**config.mk**
```make
export PLATFORM = sky130hd
export DESIGN_NAME = snn_ram_arbiter_flat
export DESIGN_NICKNAME = d
export VERILOG_FILES = /design/src/rtl/snn_ram_arbiter_pkg.sv /design/src/rtl/snn_ram_arbiter_if.sv /design/src/rtl/snn_ram_arbiter_rr_pick.sv /design/src/rtl/snn_ram_arbiter.sv /design/src/flat_wrapper.sv
export SDC_FILE = /design/constraint.sdc
export NUM_CORES = 1
export LEC_CHECK = 0
export CAP_MARGIN = 5
export CORE_MARGIN = 4
export CORE_UTILIZATION = 40
export CTS_CLUSTER_SIZE = 16
export DETAILED_ROUTE_END_ITERATION = 10
export DONT_BUFFER_PORTS = 1
export HOLD_SLACK_MARGIN = 0.12
export PLACE_DENSITY = 0.52
export SLEW_MARGIN = 5
export SYNTH_ARGS = -nofsm -noshare
export SYNTH_HDL_FRONTEND = slang
export SYNTH_SLANG_ARGS = --single-unit
```
**constraint.sdc**
```tcl
create_clock -name clk -period 2.4 [get_ports clk]
set_input_delay 0.48 -clock clk [delete_from_list [all_inputs] [get_ports clk]]
set_output_delay 0.48 -clock clk [all_outputs]
set_load 0.01 [all_outputs]
```
**src/rtl/snn_ram_arbiter_pkg.sv**
```systemverilog
// Shared sizing helpers and defaults for the SNN RAM arbiter slice.
package snn_ram_arbiter_pkg;

    localparam int unsigned NUM_REQ_DEF = 2;
    localparam int unsigned DATA_W_DEF  = 8;
    localparam int unsigned ADDR_W_DEF  = 8;

    // Round-robin pointer width; never below one bit so NUM_REQ=2 still has a pointer.
    function automatic int unsigned arb_ptr_w(input int unsigned n);
        return (n <= 2) ? 1 : $clog2(n);
    endfunction

endpackage

```
**src/rtl/snn_ram_arbiter_if.sv**
```systemverilog
// Requester-side bus of the RAM arbiter: flattened per-requester request lanes plus returns.
interface snn_ram_arbiter_if
    import snn_ram_arbiter_pkg::*;
#(
    parameter int unsigned NUM_REQ    = NUM_REQ_DEF,
    parameter int unsigned DATA_WIDTH = DATA_W_DEF,
    parameter int unsigned ADDR_WIDTH = ADDR_W_DEF
);
    logic [NUM_REQ-1:0]            req;
    logic [NUM_REQ-1:0]            lock;
    logic [NUM_REQ-1:0]            we;
    logic [NUM_REQ*ADDR_WIDTH-1:0] addr;
    logic [NUM_REQ*DATA_WIDTH-1:0] wdata;
    logic [NUM_REQ-1:0]            gnt;
    logic [NUM_REQ-1:0]            rvalid;
    logic [DATA_WIDTH-1:0]         rdata;

    modport master (
        output req, lock, we, addr, wdata,
        input  gnt, rvalid, rdata
    );

    modport slave (
        input  req, lock, we, addr, wdata,
        output gnt, rvalid, rdata
    );
endinterface

```
**src/rtl/snn_ram_arbiter_rr_pick.sv**
```systemverilog
// Combinational round-robin search: first set request at or after ptr, wrapping mod NUM_REQ.
module snn_ram_arbiter_rr_pick
    import snn_ram_arbiter_pkg::*;
#(
    parameter  int unsigned NUM_REQ = NUM_REQ_DEF,
    localparam int unsigned PTR_W   = arb_ptr_w(NUM_REQ)
) (
    input  logic [NUM_REQ-1:0] req,
    input  logic [PTR_W-1:0]   ptr,
    output logic [NUM_REQ-1:0] gnt_c,
    output logic [PTR_W-1:0]   idx_c,
    output logic               any_c
);

    always_comb begin : search
        int unsigned j;
        gnt_c = '0;
        idx_c = '0;
        any_c = 1'b0;
        j     = 0;
        for (int unsigned k = 0; k < NUM_REQ; k++) begin
            // Explicit wrap so non-power-of-two requester counts stay in range.
            j = 32'(ptr) + k;
            if (j >= NUM_REQ) j = j - NUM_REQ;
            if (!any_c && req[PTR_W'(j)]) begin
                any_c = 1'b1;
                idx_c = PTR_W'(j);
            end
        end
        if (any_c) gnt_c[idx_c] = 1'b1;
    end

endmodule

```
**src/rtl/snn_ram_arbiter.sv**
```systemverilog
// Shares one single-port synchronous RAM between NUM_REQ requesters: round-robin with burst lock.
module snn_ram_arbiter
    import snn_ram_arbiter_pkg::*;
#(
    parameter int unsigned NUM_REQ    = NUM_REQ_DEF,
    parameter int unsigned DATA_WIDTH = DATA_W_DEF,
    parameter int unsigned ADDR_WIDTH = ADDR_W_DEF
) (
    input  logic                  clk,
    input  logic                  rst_n,
    snn_ram_arbiter_if.slave      bus,
    output logic [ADDR_WIDTH-1:0] mem_addr,
    output logic [DATA_WIDTH-1:0] mem_data,
    output logic                  mem_we,
    input  logic [DATA_WIDTH-1:0] mem_q
);

    localparam int unsigned PTR_W = arb_ptr_w(NUM_REQ);

    logic [PTR_W-1:0]      ptr_q;
    logic [PTR_W-1:0]      lock_own_q;
    logic                  lock_vld_q;
    logic [ADDR_WIDTH-1:0] last_addr_q;
    logic [NUM_REQ-1:0]    rvalid_q;

    logic [NUM_REQ-1:0]    pick_gnt;
    logic [PTR_W-1:0]      pick_idx;
    logic                  pick_any;
    logic                  locked;
    logic [NUM_REQ-1:0]    gnt_c;
    logic [PTR_W-1:0]      win_idx;
    logic                  win_any;
    logic [PTR_W-1:0]      ptr_nxt;

    snn_ram_arbiter_rr_pick #(.NUM_REQ(NUM_REQ)) u_pick (
        .req   (bus.req),
        .ptr   (ptr_q),
        .gnt_c (pick_gnt),
        .idx_c (pick_idx),
        .any_c (pick_any)
    );

    // Lock owner overrides round-robin only while it keeps requesting; reset blocks all grants.
    assign locked = rst_n && lock_vld_q && bus.req[lock_own_q];

    always_comb begin
        win_idx = pick_idx;
        win_any = rst_n && pick_any;
        gnt_c   = rst_n ? pick_gnt : '0;
        if (locked) begin
            win_idx        = lock_own_q;
            win_any        = 1'b1;
            gnt_c          = '0;
            gnt_c[win_idx] = 1'b1;
        end
    end

    // Idle cycles hold the last address so the RAM output stays stable.
    always_comb begin
        mem_addr = last_addr_q;
        mem_data = '0;
        mem_we   = 1'b0;
        if (win_any) begin
            mem_addr = bus.addr[32'(win_idx)*ADDR_WIDTH +: ADDR_WIDTH];
            mem_data = bus.wdata[32'(win_idx)*DATA_WIDTH +: DATA_WIDTH];
            mem_we   = bus.we[win_idx];
        end
    end

    assign ptr_nxt = (win_idx == PTR_W'(NUM_REQ - 1)) ? '0 : win_idx + PTR_W'(1);

    always_ff @(posedge clk) begin
        if (!rst_n) begin
            ptr_q       <= '0;
            lock_own_q  <= '0;
            lock_vld_q  <= 1'b0;
            last_addr_q <= '0;
            rvalid_q    <= '0;
        end else begin
            rvalid_q <= '0;
            if (lock_vld_q && !bus.req[lock_own_q]) lock_vld_q <= 1'b0;
            if (win_any) begin
                last_addr_q <= mem_addr;
                if (bus.lock[win_idx]) begin
                    lock_own_q <= win_idx;
                    lock_vld_q <= 1'b1;
                end else begin
                    ptr_q      <= ptr_nxt;
                    lock_vld_q <= 1'b0;
                end
                if (!bus.we[win_idx]) rvalid_q <= gnt_c;
            end
        end
    end

    // A read in flight when reset hits is discarded rather than reported.
    assign bus.gnt    = gnt_c;
    assign bus.rvalid = rvalid_q & {NUM_REQ{rst_n}};
    assign bus.rdata  = mem_q;

endmodule

```
**src/flat_wrapper.sv**
```systemverilog
// flat-port wrapper written by rule: the top's interface ports become plain ports
module snn_ram_arbiter_flat import snn_ram_arbiter_pkg::*;
#(
    parameter int unsigned NUM_REQ    = NUM_REQ_DEF,
    parameter int unsigned DATA_WIDTH = DATA_W_DEF,
    parameter int unsigned ADDR_WIDTH = ADDR_W_DEF
)
  (clk, rst_n, mem_addr, mem_data, mem_we, mem_q, bus_req, bus_lock, bus_we, bus_addr, bus_wdata, bus_gnt, bus_rvalid, bus_rdata);
  snn_ram_arbiter_if #(.NUM_REQ(NUM_REQ), .DATA_WIDTH(DATA_WIDTH), .ADDR_WIDTH(ADDR_WIDTH)) bus_i ();
  input  logic clk;
  input  logic rst_n;
  output logic [ADDR_WIDTH-1:0] mem_addr;
  output logic [DATA_WIDTH-1:0] mem_data;
  output logic mem_we;
  input  logic [DATA_WIDTH-1:0] mem_q;
  input wire logic [$bits(bus_i.req)-1:0] bus_req;
  input wire logic [$bits(bus_i.lock)-1:0] bus_lock;
  input wire logic [$bits(bus_i.we)-1:0] bus_we;
  input wire logic [$bits(bus_i.addr)-1:0] bus_addr;
  input wire logic [$bits(bus_i.wdata)-1:0] bus_wdata;
  output wire logic [$bits(bus_i.gnt)-1:0] bus_gnt;
  output wire logic [$bits(bus_i.rvalid)-1:0] bus_rvalid;
  output wire logic [$bits(bus_i.rdata)-1:0] bus_rdata;
  assign bus_i.req = bus_req;
  assign bus_i.lock = bus_lock;
  assign bus_i.we = bus_we;
  assign bus_i.addr = bus_addr;
  assign bus_i.wdata = bus_wdata;
  assign bus_gnt = bus_i.gnt;
  assign bus_rvalid = bus_i.rvalid;
  assign bus_rdata = bus_i.rdata;
  snn_ram_arbiter #(.NUM_REQ(NUM_REQ), .DATA_WIDTH(DATA_WIDTH), .ADDR_WIDTH(ADDR_WIDTH)) u_core (.clk(clk), .rst_n(rst_n), .bus(bus_i), .mem_addr(mem_addr), .mem_data(mem_data), .mem_we(mem_we), .mem_q(mem_q));
endmodule
```
==> reports/qor_table.md, run 1 <==
| Parameter | Reported | Unit |
|:---|:---|:---|
| Result of the run | complete, no violations | - |
| Setup slack, reg-to-reg | 0.86 | ns |
| Post-route clock period utilization | 93.1 | % |
| Least-Margin Pin Slew | 0.560 | ns |
| Endpoint with the worst hold slack | u_core.rvalid_q[1] | - |
| Critical R2R Capture | u_core.last_addr_q[6] | - |
| Global routing usage summed across all routing layers | 14.9 | % |
| Worst setup EP type | primary output | - |
| Sw Ratio | 31.8 | % |
| Final Hold Vio Count | 0 | - |
| CTS tree | built | - |
| First-pass GRT wire length | 3770 | µm |
| Relative max-transition margin | 62.6 | % |
| Commonest cells after routing, fill and taps aside | sky130_fd_sc_hd__nand2_1 (29), sky130_fd_sc_hd__nor2_1 (18), sky130_fd_sc_hd__dfxtp_1 (13) | - |
| Setup Buffers After CTS | 0 | - |
| Synthesis-to-finish area growth | -2.93 | % |
| Worst setup skew after layout | 0.000405 | ns |
| Number of core rows | 17 | - |
| Worst hold-check path type | in2reg | - |
| Final number of setup-violating endpoints | 0 | - |
| Standby leakage power | 0.000335 | µW |
| CTS root buf | sky130_fd_sc_hd__clkbuf_4 | - |
| Number of gates resized after cts | 0 | - |
| M1 GR Usage | 16.6 | % |
| Total internal power | 342 | µW |
| Vertical die dimension | 56.4 | µm |
| Placed cell areas | 885 | µm² |
| Number of max-slew violations in the final report | 0 | - |
| Post-Route WL | 2330 | µm |
| Synthesized Nets | 178 | - |
| Most utilized layer in the global route result | met2 | - |
| Part of the total power dissipated in the clock network | 27.4 | % |
| Nets | 169 | - |
| Arrival @ worst endpoint | 1.75 | ns |
| DRC violation count after routing | 0 | - |
| Post-synthesis area per instance | 7.22 | µm² |
| Final GP Congestion | 0.755 | - |
| Sequential fraction of design power | 47.1 | % |
| Number of violations of the max-capacitance limit | 0 | - |
| Sink Count | 13 | - |
| Port bufs | 0 | - |
| Peak Freq | 447 | MHz |
| Total non-filler cell area in the finished layout | 911 | µm² |
| Share of total power in combinational logic | 25.5 | % |
| Clock buffer depth | 2 | - |
| Number of antenna violations at the first check in global routing | 0 | - |
| Clock edge transition at the registers on the reported setup and hold paths | 0.08 | ns |
| Largest net degree at the start of global routing | 18 | - |
| Crit Path Class | reg2out | - |
| Overall die area | 0.00318 | mm² |
| Total inserted antenna cells | 0 | - |
| Initial cell density of the core | 42.4 | % |
| Sum of overflow across all layers after global routing | 0 | - |
| Met2 Use GR | 24.4 | % |
| Psw | 159 | µW |
| Post-route antenna net violation count | 0 | - |
| Required @ worst endpoint | 1.92 | ns |
| Dominant cell type by area after synthesis | sky130_fd_sc_hd__dfxtp_1 | - |
| Post-Syn Area | 938 | µm² |
| Post-Place Cells | 144 | - |
| Ratio of cells with drive above 1 in the final layout | 14.2 | % |
| Clock latency on the worst-skew pair | 0.27 | ns |
| Worst Setup Start Kind | flip-flop | - |
| Number of cells on the worst hold path | 1 | - |
| Hold buffer count at CTS | 0 | - |
| Cell types with the largest area share after synthesis | sky130_fd_sc_hd__dfxtp_1 (28%), sky130_fd_sc_hd__nand2_1 (12%), sky130_fd_sc_hd__a211oi_2 (11%), sky130_fd_sc_hd__buf_4 (7.2%), sky130_fd_sc_hd__nor2_1 (7.2%) | - |
| HP Start | bus_we[1] | - |
| Detail Placement HPWL | 1760 | µm |
| Sequential element share of the synthesized area | 27.7 | % |
| WL/cell | 15.8 | µm |
| Worst R2R Path Depth | 5 | - |
| Inserted Clock Buffers | 3 | - |
| RSZ-0062 raised after global routing | false | - |
| Ys Warns | 0 | - |
| Chip width | 56.4 | µm |
| Tmin final | 2.23 | ns |
| Number of design-rule violations left by the first detailed-router iteration | 7 | - |
| Count of different cell masters after synthesis | 23 | - |
| Pre-antenna DRT Iters | 3 | - |
| Crit Path Max Fanout | 10 | - |
| Fraction of synthesized cell area taken by the top area cell type | 27.7 | % |
| Number of standard cells after synthesis | 130 | - |
| TNS Setup | 0 | ns |
| Core outline area | 0.00221 | mm² |
| Post-layout instance count excluding filler cells | 148 | - |
| Reg-to-reg critical path startpoint | u_core.ptr_q | - |
| Routing usage on met3 | 4.60 | % |
| Most common cell after layout, fill and taps aside | sky130_fd_sc_hd__nand2_1 | - |
| Maximum vdd drop | 0.000265 | V |
| Routed vias/inst | 5.82 | - |
| Post-synthesis sequential element count | 13 | - |
| IO Pins | 77 | - |
| Via count of the first global-routing pass | 823 | - |
| H-tree depth | 1 | - |
| Via count | 862 | - |
| Power per cell area | 551 | mW/mm² |
[cell usage after synthesis]
cell type / count
sky130_fd_sc_hd__buf_2: 5
sky130_fd_sc_hd__a21oi_1: 11
sky130_fd_sc_hd__a21bo_1: 1
sky130_fd_sc_hd__nor2b_1: 1
sky130_fd_sc_hd__nand2_1: 29
sky130_fd_sc_hd__inv_1: 1
sky130_fd_sc_hd__o21a_1: 1
sky130_fd_sc_hd__nand3_2: 1
sky130_fd_sc_hd__nor3_1: 1
sky130_fd_sc_hd__nor3b_1: 8
sky130_fd_sc_hd__nor2_1: 18
sky130_fd_sc_hd__clkbuf_1: 2
sky130_fd_sc_hd__a31o_1: 1
sky130_fd_sc_hd__o2bb2ai_1: 1
sky130_fd_sc_hd__a21boi_0: 1
sky130_fd_sc_hd__a31oi_1: 9
sky130_fd_sc_hd__buf_6: 2
sky130_fd_sc_hd__dfxtp_1: 13
sky130_fd_sc_hd__o21ai_1: 1
sky130_fd_sc_hd__a211oi_2: 8
sky130_fd_sc_hd__buf_4: 9
sky130_fd_sc_hd__and2_1: 4
sky130_fd_sc_hd__o21ai_0: 2
[critical path, cell delays in order (launching register included)]
cell and delay, ns:
sky130_fd_sc_hd__dfxtp_1 0.34, sky130_fd_sc_hd__a21bo_1 0.31, sky130_fd_sc_hd__a31o_1 0.27, sky130_fd_sc_hd__buf_4 0.17, sky130_fd_sc_hd__a211oi_2 0.26, sky130_fd_sc_hd__nor2_1 0.13
[power by group through the flow]
stage	Combinational, µW	Clock (µW)	Sequential (µW)
floorplan	135	0	240
global placement	127	0	241
detailed placement	129	0	242
CTS	130	146	236
global route	144	157	238
finish	128	137	236
[per-stage QoR]
stage	util, %	hold WS (ns)	power [µW]	setup slack, ns
after floorplan	-	0.464	375	0.426
after CTS	41.2	0.253	512	0.155
after global routing	41.2	0.243	539	0.0382
after detailed placement	40.0	0.492	371	0.345
final	41.2	0.262	502	0.165
after global placement	40.0	0.483	368	0.362
[state kept, by name, summed over array words and instances (netlist names)]
name	cells
u_core.last_addr_q	8
u_core.rvalid_q	2
u_core.ptr_q	1
u_core.lock_vld_q	1
u_core.lock_own_q	1
[logic make-up (layout without fill, tap and decap cells)]
logic type / Yosys count / in the layout / synth area share (%)
flops: 13 / 13 / 27.7
compound gates: 36 / 36 / 28.7
buf+inv: 19 / 9 / 13.5
simple gates: 62 / 62 / 30.1
[how the worst max path moves through the flow]
stage | slack [ns] | endpoint | from
floorplan | 0.43 | mem_data[0] | rst_n
global placement | 0.36 | mem_addr[6] | rst_n
detailed placement | 0.34 | mem_addr[2] | rst_n
CTS | 0.16 | mem_addr[6] | u_core.ptr_q
global route | 0.04 | mem_addr[6] | u_core.ptr_q
finish | 0.17 | mem_addr[2] | u_core.ptr_q
[area by class of cell]
cell class	instances	area (µm²)
tap	28	35.0
inverter	1	3.75
multi-input combinational	98	556
sequential	13	260
fill	244	1300
clock buffer	4	26.3
timing repair buffer	4	30.0
[layer usage]
metal | part of all wire [%] | vias up
met5 | 0 | -
met1 | 40 | 387
met2 | 47 | 50
met4 | 2.0 | 0
li1 | - | 417
met3 | 11 | 8
(Power assumes the default switching activity.)
==> run 2, diff against run 1 <==
Settings changed: CORE_UTILIZATION 40 to 55, PLACE_DENSITY 0.52 to 0.68.
==> run 2 against run 1 <==
Compared with the run above: worst hold slack got worse by 0.012 ns; critical endpoint is now mem_addr[1]; critical path depth unchanged; sequential power about the same; highest routed layer unchanged.
==> reports/qor_table.md, run 2 (synthesized netlist as in run 1, its figures left out) <==
| Parameter | Reported | Unit |
|:---|:---|:---|
| Overall die area | 0.00243 | mm² |
| Routing usage on met3 | 7.34 | % |
| Sequential fraction of design power | 46.4 | % |
| Arrival @ worst endpoint | 1.81 | ns |
| Maximum vdd drop | 0.000290 | V |
| Relative max-transition margin | 74.8 | % |
| Standby leakage power | 0.000347 | µW |
| Delay of the slowest cell on the worst path | 0.35 | ns |
| Storage cell area | 260 | µm² |
| Port bufs | 0 | - |
| Worst setup EP type | primary output | - |
| Critical Path, Cell by Cell | a21bo_1 -> a31o_1 -> buf_4 -> a211oi_2 -> nor2_1 | - |
| Vertical die dimension | 49.3 | µm |
| Tmin final | 2.29 | ns |
| Crit Path Max Fanout | 10 | - |
| Inserted Clock Buffers | 3 | - |
| Chip width | 49.3 | µm |
| Required @ worst endpoint | 1.92 | ns |
| Cell with the biggest individual delay on the critical path | sky130_fd_sc_hd__dfxtp_1 | - |
| Most utilized layer in the global route result | met2 | - |
| Routed vias/inst | 6.15 | - |
| HP Start | bus_we[1] | - |
| Post-route clock period utilization | 95.3 | % |
| Crit Path Class | reg2out | - |
| Core outline area | 0.00156 | mm² |
| TNS Setup | 0 | ns |
| Part of the total power dissipated in the clock network | 27.5 | % |
| Largest registers | u_core.last_addr_q (8), u_core.rvalid_q (2) | - |
| Sink Count | 13 | - |
| CTS tree | built | - |
| Post-route antenna net violation count | 0 | - |
| Pre-antenna DRT Iters | 4 | - |
| Synthesis-to-finish area growth | -2.80 | % |
| Via count | 849 | - |
| Most common cell after layout, fill and taps aside | sky130_fd_sc_hd__nand2_1 | - |
| Number of gates resized after cts | 0 | - |
| Number of max-slew violations in the final report | 0 | - |
| Clock latency on the worst-skew pair | 0.29 | ns |
| IO Pins | 77 | - |
| Power per cell area | 559 | mW/mm² |
| DRC violation count after routing | 0 | - |
| RSZ-0062 raised after global routing | false | - |
| Ratio of cells with drive above 1 in the final layout | 16.4 | % |
| Register ranked first by flip-flop count | u_core.last_addr_q | - |
| First-pass GRT wire length | 3920 | µm |
| Setup Buffers After CTS | 0 | - |
| Initial cell density of the core | 60.2 | % |
| Number of flip-flops under the largest register name | 8 | - |
| Clock buffer depth | 2 | - |
| CTS root buf | sky130_fd_sc_hd__clkbuf_4 | - |
| Worst setup skew after layout | 0.00391 | ns |
| Reg-to-reg critical path startpoint | u_core.ptr_q | - |
| Nets | 171 | - |
| Worst hold-check path type | in2reg | - |
| Total inserted antenna cells | 0 | - |
| Global routing usage summed across all routing layers | 20.6 | % |
| Peak Freq | 437 | MHz |
| Hold buffer count at CTS | 0 | - |
| Number of design-rule violations left by the first detailed-router iteration | 22 | - |
| Number of cells on the worst hold path | 1 | - |
| Number of violations of the max-capacitance limit | 0 | - |
| Worst Setup Start Kind | flip-flop | - |
| Via count of the first global-routing pass | 841 | - |
| WL/cell | 17.8 | µm |
| Met2 Use GR | 38.4 | % |
| Setup slack, reg-to-reg | 0.80 | ns |
| Final number of setup-violating endpoints | 0 | - |
| Share of total power in combinational logic | 26.1 | % |
| Clock edge transition at the registers on the reported setup and hold paths | 0.08 | ns |
| Post-Route WL | 2450 | µm |
| Result of the run | complete, no violations | - |
| Number of core rows | 14 | - |
| Post-route setup slack | 0.112 | ns |
| Commonest cells after routing, fill and taps aside | sky130_fd_sc_hd__nand2_1 (29), sky130_fd_sc_hd__nor2_1 (18), sky130_fd_sc_hd__dfxtp_1 (13) | - |
| Footprint of the multi-input gates | 556 | µm² |
| Number of antenna violations at the first check in global routing | 0 | - |
| Total internal power | 343 | µW |
| Worst R2R Path Depth | 5 | - |
| Fill cells | 154 | - |
| Setup Slack @ Placement | 0.311 | ns |
| M1 GR Usage | 20.4 | % |
| Sum of overflow across all layers after global routing | 0 | - |
| Sw Ratio | 32.8 | % |
| Endpoint with the worst hold slack | u_core.rvalid_q[1] | - |
| Final GP Congestion | 0.724 | - |
| Least-Margin Pin Slew | 0.378 | ns |
| H-tree depth | 1 | - |
| Critical R2R Capture | u_core.last_addr_q[1] | - |
| Psw | 167 | µW |
| Largest net degree at the start of global routing | 18 | - |
| Detail Placement HPWL | 1890 | µm |
| Final Hold Vio Count | 0 | - |
## run 2: how the worst max path moves through the flow
stage,start,to
final,u_core.ptr_q,mem_addr[1]
after global routing,u_core.ptr_q,mem_addr[1]
after detailed placement,rst_n,mem_addr[1]
after CTS,u_core.ptr_q,mem_addr[1]
after floorplan,rst_n,mem_data[0]
after global placement,rst_n,mem_addr[1]
## run 2: cell type report
class | instances | share of cell area (%)
clock buffer | 3 | 2.47
clock inverter | 1 | 0.549
inverter | 1 | 0.412
multi-input combinational | 98 | 60.9
sequential | 13 | 28.5
tap | 16 | 2.19
timing repair buffer | 6 | 4.94
## run 2: power groups by stage
| stage | combinational (µW) | sequential, µW | clock [µW] |
|---|---|---|---|
| 2_1_floorplan | 135 | 240 | 0 |
| 3_3_place_gp | 129 | 241 | 0 |
| 3_5_place_dp | 134 | 242 | 0 |
| 4_1_cts | 134 | 237 | 142 |
| 5_1_grt | 150 | 239 | 153 |
| 6_report | 133 | 237 | 140 |
## run 2: through the flow
stage	utilization [%]	hold slack, ns	instance area [µm²]	std cells	power (µW)
5_1_grt	58.5	0.244	912	138	541
4_1_cts	58.5	0.251	912	138	513
3_3_place_gp	56.7	0.489	885	134	370
2_1_floorplan	-	0.464	938	130	375
3_5_place_dp	56.7	0.489	885	134	376
6_report	58.5	0.250	912	138	510
## run 2: worst max-delay path, delay by kind of cell (launching register included)
family	cells	cell delay (ns)
buffers and inverters	1	0.18
AO/OA/AOI/OAI	3	0.87
AND/OR/NAND/NOR	1	0.12
flip-flops	1	0.35
## run 2: layer usage
metal / vias up / wire length [µm] / share of wire (%)
met5: - / 0 / 0
met4: 0 / 27 / 1.1
met3: 6 / 216 / 8.8
met2: 29 / 1310 / 53
met1: 394 / 901 / 37
li1: 420 / - / -
